===== src/rtl/input_debouncer_pkg.sv =====
// Shared definitions for the button/switch debouncer: FSM state encodings
// that the CPU debug/state probes also decode.
package input_debouncer_pkg;

   typedef enum logic [1:0] {
      LOW_STABLE  = 2'b00,
      RISE_CHECK  = 2'b01,
      HIGH_STABLE = 2'b11,
      FALL_CHECK  = 2'b10
   } deb_state_t;

   function automatic logic is_stable(input deb_state_t s);
      return (s == LOW_STABLE) || (s == HIGH_STABLE);
   endfunction

endpackage


===== src/rtl/input_debouncer.sv =====
// Per-line contact-bounce filter: a new level must be seen on DEBOUNCE_CYCLES
// consecutive enabled samples before the registered output follows it.
module input_debouncer
   import input_debouncer_pkg::*;
#(
   parameter int DEBOUNCE_CYCLES = 4
) (
   input  logic clk_i,
   input  logic reset_i,
   input  logic input_i,
   input  logic sample_en_i,
   output logic output_o,
   output logic rise_o,
   output logic fall_o
);

   localparam int COUNTER_WIDTH = $clog2(DEBOUNCE_CYCLES + 1);
   localparam logic [COUNTER_WIDTH-1:0] LAST_CNT = COUNTER_WIDTH'(DEBOUNCE_CYCLES - 1);
   localparam logic [COUNTER_WIDTH-1:0] ONE_CNT  = COUNTER_WIDTH'(1);

   deb_state_t                r_state;
   logic [COUNTER_WIDTH-1:0]  r_count;
   logic                      r_out;
   logic                      r_rise;
   logic                      r_fall;

   deb_state_t                w_state_nxt;
   logic [COUNTER_WIDTH-1:0]  w_count_nxt;
   logic                      w_out_nxt;
   logic                      w_rise_nxt;
   logic                      w_fall_nxt;

   always_ff @(posedge clk_i or posedge reset_i) begin
      if (reset_i) begin
         r_state <= LOW_STABLE;
         r_count <= '0;
         r_out   <= 1'b0;
         r_rise  <= 1'b0;
         r_fall  <= 1'b0;
      end else begin
         r_state <= w_state_nxt;
         r_count <= w_count_nxt;
         r_out   <= w_out_nxt;
         r_rise  <= w_rise_nxt;
         r_fall  <= w_fall_nxt;
      end
   end

   // Pulses default low so they last exactly one clock even when the strobe drops.
   always_comb begin
      w_state_nxt = r_state;
      w_count_nxt = r_count;
      w_out_nxt   = r_out;
      w_rise_nxt  = 1'b0;
      w_fall_nxt  = 1'b0;
      if (sample_en_i) begin
         case (r_state)
            LOW_STABLE: begin
               if (input_i) begin
                  w_state_nxt = RISE_CHECK;
                  w_count_nxt = ONE_CNT;
               end else begin
                  w_count_nxt = '0;
               end
            end
            RISE_CHECK: begin
               if (!input_i) begin
                  w_state_nxt = LOW_STABLE;
                  w_count_nxt = '0;
               end else if (r_count == LAST_CNT) begin
                  w_state_nxt = HIGH_STABLE;
                  w_count_nxt = '0;
                  w_out_nxt   = 1'b1;
                  w_rise_nxt  = 1'b1;
               end else begin
                  w_count_nxt = r_count + ONE_CNT;
               end
            end
            HIGH_STABLE: begin
               if (!input_i) begin
                  w_state_nxt = FALL_CHECK;
                  w_count_nxt = ONE_CNT;
               end else begin
                  w_count_nxt = '0;
               end
            end
            FALL_CHECK: begin
               if (input_i) begin
                  w_state_nxt = HIGH_STABLE;
                  w_count_nxt = '0;
               end else if (r_count == LAST_CNT) begin
                  w_state_nxt = LOW_STABLE;
                  w_count_nxt = '0;
                  w_out_nxt   = 1'b0;
                  w_fall_nxt  = 1'b1;
               end else begin
                  w_count_nxt = r_count + ONE_CNT;
               end
            end
            default: begin
               w_state_nxt = LOW_STABLE;
               w_count_nxt = '0;
            end
         endcase
      end
   end

   assign output_o = r_out;
   assign rise_o   = r_rise;
   assign fall_o   = r_fall;

endmodule

===== config.mk =====
export PLATFORM = sky130hd
export DESIGN_NAME = input_debouncer
export DESIGN_NICKNAME = d
export VERILOG_FILES = /design/src/rtl/input_debouncer_pkg.sv /design/src/rtl/input_debouncer.sv
export SDC_FILE = /design/constraint.sdc
export NUM_CORES = 1
export LEC_CHECK = 0
export BUFFER_PORTS_ARGS = -buffer_cell sky130_fd_sc_hd__buf_2
export CORE_AREA = 2 2 39 41
export CTS_BUF_LIST = sky130_fd_sc_hd__clkbuf_16
export DETAILED_ROUTE_END_ITERATION = 10
export DIE_AREA = 0 0 41 43
export GPL_ROUTABILITY_DRIVEN = 0
export SLEW_MARGIN = 20
export SYNTH_ARGS = -nofsm -noshare
export SYNTH_HDL_FRONTEND = slang
export SYNTH_SLANG_ARGS = --single-unit

===== constraint.sdc =====
create_clock -name clk_i -period 1.9 [get_ports clk_i]
set_clock_uncertainty 0.15 [all_clocks]
set_input_delay 0.285 -clock clk_i [delete_from_list [all_inputs] [get_ports clk_i]]
set_output_delay 0.285 -clock clk_i [all_outputs]
set_load 0.005 [all_outputs]

==> results.toml, run 1 <==
[setup_path]
start_kind = "flop"
endpoint = "r_state[1]"
reg2reg_depth = 5
crit_start = "r_state[0]"
critPathKind = "flop to flop"
critPathRequiredTime_ps = 1860
cp-end-kind = "flop"
rr_startpoint = "r_state[0]"
cp_max_fo = 4
worstReg2RegEnd = "r_state[1]"
cp.arrival_ps = 1660
ff2ff_setup_slack_ps = 200

[pwr]
p_int_uw = 615
switching_share_pct = 30.9
pwr-share-clk_pct = 39.9
p_switching_uw = 275
ir_drop_mv = 0.687
pwr-share-comb_pct = 32.5
sequentialPowerShare_pct = 27.6
p_leak_uw = 0.000303
powerDensity_nw_per_um2 = 1440

[synth]
async_flop_share_pct = 100
syn-cell-area_um2 = 499
syn_avg_cell_area_um2 = 9.98
synth.distinct_cells = 21
synth_edf_count = 0
ys_warn_count = 0
ys.flop_type = "dfrtp_1"
synth_seq_area_share_pct = 40.1
syn_inst = 50
syn-num-nets = 60
synth-seq-cells = 8

[worst_hold_path]
hp-class = "input port to flop"

[finish]
nFillCells = 140
diodes = 0
fin_nets = 70
layout.area.seq_um2 = 200
final_common_cell = "dfrtp_1"
multi_input_area_um2 = 258
layout-drive-gt1-share_pct = 20.7
syn2layout_area_growth_pct = 24.1
postLayoutCoreUtil_pct = 44.8
layout_common_cells = "8 x dfrtp_1, 7 x inv_1, 6 x ha_1, 6 x buf_2, 5 x nand2_1"

[floorplanning]
die_height_um = 43
die_area_um2 = 1760
coreArea_um2 = 1380
ios = 7
rows = 14
die_x_um = 41
start_util_pct = 36.1

[cts]
path_clk_slew_ps = 40
cts_sinks = 8
cts_tree = "built"
h-tree-depth = 1
cts_made_buffers = 3
cts_resized = 0
postCtsSetupRepairBufs = 0
clock_path_buffers = 2
root_buffer = "clkbuf_16"
hold_buffers = 1
clk_latency_ps = 230

[global_routing]
grt_usage_pct = 13.7
grt_pass1_vias = 347
grt_start_max_net_pins = 10
grt_pass1_wl_um = 1480
grt.overflow.total = 0
antenna_found_initial = 0

[timing]
worstMarginPinSlew_ps = 280
finalCritPeriodShare_pct = 89.3
tns_ps = 0
maxSlewHeadroom_pct = 80.8
fmax_mhz = 589
setup_viol = 0
hold_viol_final = 0
post-route-min-period_ps = 1700
rsz0062_at_grt = "false"
slew_viol_final = 0

[outcome]
outcome = "completed"

[route]
viasPerCell = 4.96
initialDrtViolationCount = 3
remaining_drc_errors = 0
wire_per_inst_um = 11.8
wl_um = 870
drt_first_pass_iters = 2
ant_nets = 0
via_count = 367

[place]
port_buffers = 6
dp_hpwl_um = 642

[job]
cap_violations = 0
## per-stage QoR
step                      worst slack [ps]  power [uW]  hold slack, ps  std cells  instance area (um^2)
after floorplan                        331         481           -49.3         50                   499
after global placement                 233         535             101         70                   534
after detailed placement               217         537            99.1         70                   534
after CTS                              209         898             198         74                   619
after global routing                  95.9         963             225         74                   619
final                                  203         890             203         74                   619
## layer usage
layer	global-route usage, %	routed length (um)	vias up	share of wire [%]
li1	-	-	189	-
met1	18.3	433	169	50
met2	15.6	367	7	42
met3	7.85	44	2	5.1
met4	10.0	24	0	2.8
met5	0	0	-	0
## Yosys cell counts (2+ instances only)
master   number  area share (%)
buf_4         2             3.0
mux2_1        2             4.5
o31ai_1       2             3.0
ha_1          6              15
inv_1         7             5.3
a21oi_1       2             2.0
nor2_1        3             2.3
o21ai_0       2             2.0
dfrtp_1       8              40
nand2_1       5             3.8
## critical path, cell delays in order (launching register included)
cell and delay [ps]:
dfrtp_1 410, inv_1 120, ha_1 220, nand2_1 70
a31oi_1 270, mux2_1 350
## cell families after synthesis
kind of cell               share of synthesized area (%)
and+or+nand+nor                                     14.0
AOI/OAI and AO/OA                                   16.0
buffers and inverters                               8.27
DFF                                                 40.1
adders and majority gates                           15.0
muxes                                               6.52
## how the worst min path moves through the flow
stage	start	to	slack (ps)	cells after the start
global placement	reset_i	rise_o	100	2
global route	input_i	fall_o	230	2
floorplan	reset_i	fall_o	-50	1
CTS	input_i	fall_o	200	2
detailed placement	reset_i	output_o	100	2
finish	sample_en_i	r_count[0]	200	2
## area by class of cell
type,instances,area share [%]
Tap cell,16,3.23
Inverter,7,4.24
Clock buffer,3,12.1
Sequential cell,8,32.3
Multi-Input combinational cell,33,41.6
Timing Repair Buffer,7,6.46
## registers in the layout, summed over array words and instances (netlist names)
signal / count
output_o: 1
rise_o: 1
r_count: 3
r_state: 2
fall_o: 1
## power by group through the flow
stage | clock network, uW | registers (uW) | logic, uW
3_3_place_gp | 0 | 245 | 290
6_report | 355 | 246 | 290
3_5_place_dp | 0 | 246 | 291
5_1_grt | 370 | 250 | 344
2_1_floorplan | 0 | 239 | 242
4_1_cts | 359 | 245 | 294
Note: power is estimated with default switching activity, not from simulation.
==> inputs of run 2 (changes only) <==
--- a/config.mk
+++ b/config.mk
@@ -11,6 +11,7 @@
 export DETAILED_ROUTE_END_ITERATION = 10
 export DIE_AREA = 0 0 41 43
 export GPL_ROUTABILITY_DRIVEN = 0
+export PLACE_DENSITY = 0.65
 export SLEW_MARGIN = 20
 export SYNTH_ARGS = -nofsm -noshare
 export SYNTH_HDL_FRONTEND = slang
==> run 2 against run 1 <==
Compared with the run above:
- core utilization unchanged
- critical path type unchanged
- die area stayed put
- flip-flop and latch count unchanged
- register-to-register slack about the same
- setup slack lost 13 ps
- routed wire length is 6.3% lower
- first-iteration DRC count rose to 3.7 times the previous value
- sequential share of layout area did not move
- clock power down 2%
- sequential power barely moved
- clock-buffer cell count is the same
==> results.toml, run 2 (same netlist as run 1, synthesis figures left out) <==
[timing]
rsz0062_at_grt = "false"
fmax_mhz = 585
post-route-min-period_ps = 1710
hold_slack_ps = 192
tns_ps = 0
finalCritPeriodShare_pct = 90.0
setup_viol = 0
worstMarginPinSlew_ps = 268
hold_viol_final = 0
maxSlewHeadroom_pct = 81.6
slew_viol_final = 0

[cts]
postCtsSetupRepairBufs = 0
h-tree-depth = 1
hold_buffers = 1
clk_latency_ps = 230
cts_tree = "built"
path_clk_slew_ps = 40
clock_path_buffers = 2
cts_sinks = 8
cts_resized = 0
root_buffer = "clkbuf_16"
cts_made_buffers = 3

[pwr]
p_leak_uw = 0.000303
ir_drop_mv = 0.764
powerDensity_nw_per_um2 = 1430

[floorplanning]
ios = 7
die_x_um = 41
die_area_um2 = 1760
start_util_pct = 36.1
rows = 14
die_height_um = 43
coreArea_um2 = 1380

[setup_path]
critPathRequiredTime_ps = 1860
path_cells = "inv_1, ha_1, a211oi_2, a31oi_1, mux2_1"
start_kind = "flop"
cp_max_fo = 4
max_stage_delay_ps = 400
cp-end-kind = "flop"
critPathKind = "flop to flop"
cp_slowest_cell = "dfrtp_1"
cp.arrival_ps = 1670

[global_routing]
grtUsageMet2_pct = 17.8
grt.overflow.total = 0
antenna_found_initial = 0
grt_pass1_wl_um = 1320
use_met1_pct = 12.7
grt_usage_pct = 10.9
grt_pass1_vias = 328
grt_busiest_layer = "met2"
grt_start_max_net_pins = 10
gr-usage-met3_pct = 4.71

[route]
drt_first_pass_iters = 5
via_count = 373
wl_um = 815
viasPerCell = 5.04
ant_nets = 0
remaining_drc_errors = 0
wire_per_inst_um = 11.0
initialDrtViolationCount = 11

[outcome]
outcome = "completed"

[job]
cap_violations = 0

[finish]
nFillCells = 131
stdcell_area_um2 = 619
fin_nets = 70
layout-drive-gt1-share_pct = 20.7
reg_top3 = "r_count x3, r_state x2"
largest_register_ffs = 3
diodes = 0
syn2layout_area_growth_pct = 24.1
top_register = "r_count"
layout_common_cells = "8 x dfrtp_1, 7 x inv_1, 6 x ha_1, 6 x buf_2, 5 x nand2_1"
final_common_cell = "dfrtp_1"

[place]
dp_hpwl_um = 655
port_buffers = 6
post_dp_cell_area_um2 = 534

[worst_hold_path]
hp-class = "input port to flop"
==> run 2: final cells by class <==
class	instances	area [um^2]	area share, %
Multi-Input combinational cell	33	258	41.6
Clock buffer	3	75.1	12.1
Timing Repair Buffer	7	40.0	6.46
Tap cell	16	20.0	3.23
Inverter	7	26.3	4.24
Sequential cell	8	200	32.3
==> run 2: per-layer routing <==
layer / wire, um / share of wire (%) / vias up
li1: - / - / 188
met1: 364 / 45 / 179
met2: 427 / 52 / 6
met3: 24 / 2.9 / 0
met4: 0 / 0 / 0
met5: 0 / 0 / -
==> run 2: through the flow <==
stage	utilization [%]	setup slack, ps	cells	total power (uW)
floorplan	-	331	50	481
global placement	38.6	221	70	533
detailed placement	38.6	193	70	540
CTS	44.8	190	74	893
global route	44.8	113	74	944
finish	44.8	190	74	884
==> run 2: worst paths after layout <==
kind	from	end	slack [ps]	cells past startpoint
max	r_state[1]	r_state[1]	190	5
min	sample_en_i	r_count[0]	190	2
max reg2reg	r_state[1]	r_state[1]	190	5
min reg2reg	r_count[2]	r_count[2]	360	1
max in group asynchronous	reset_i	r_state[1]	980	3
min in group asynchronous	reset_i	fall_o	390	3
==> run 2: power breakdown <==
part           total (uW)  switching, uW  internal [uW]
Clock                 348           77.4            271
Sequential            243           31.6            212
Combinational         292            160            133
==> run 2: worst max-delay path, delay by kind of cell (launching register included) <==
| kind | cells | cell delay [ps] |
|---|---|---|
| AOI/OAI and AO/OA | 2 | 340 |
| buffers and inverters | 1 | 110 |
| DFF | 1 | 400 |
| muxes | 1 | 350 |
| adders and majority gates | 1 | 230 |
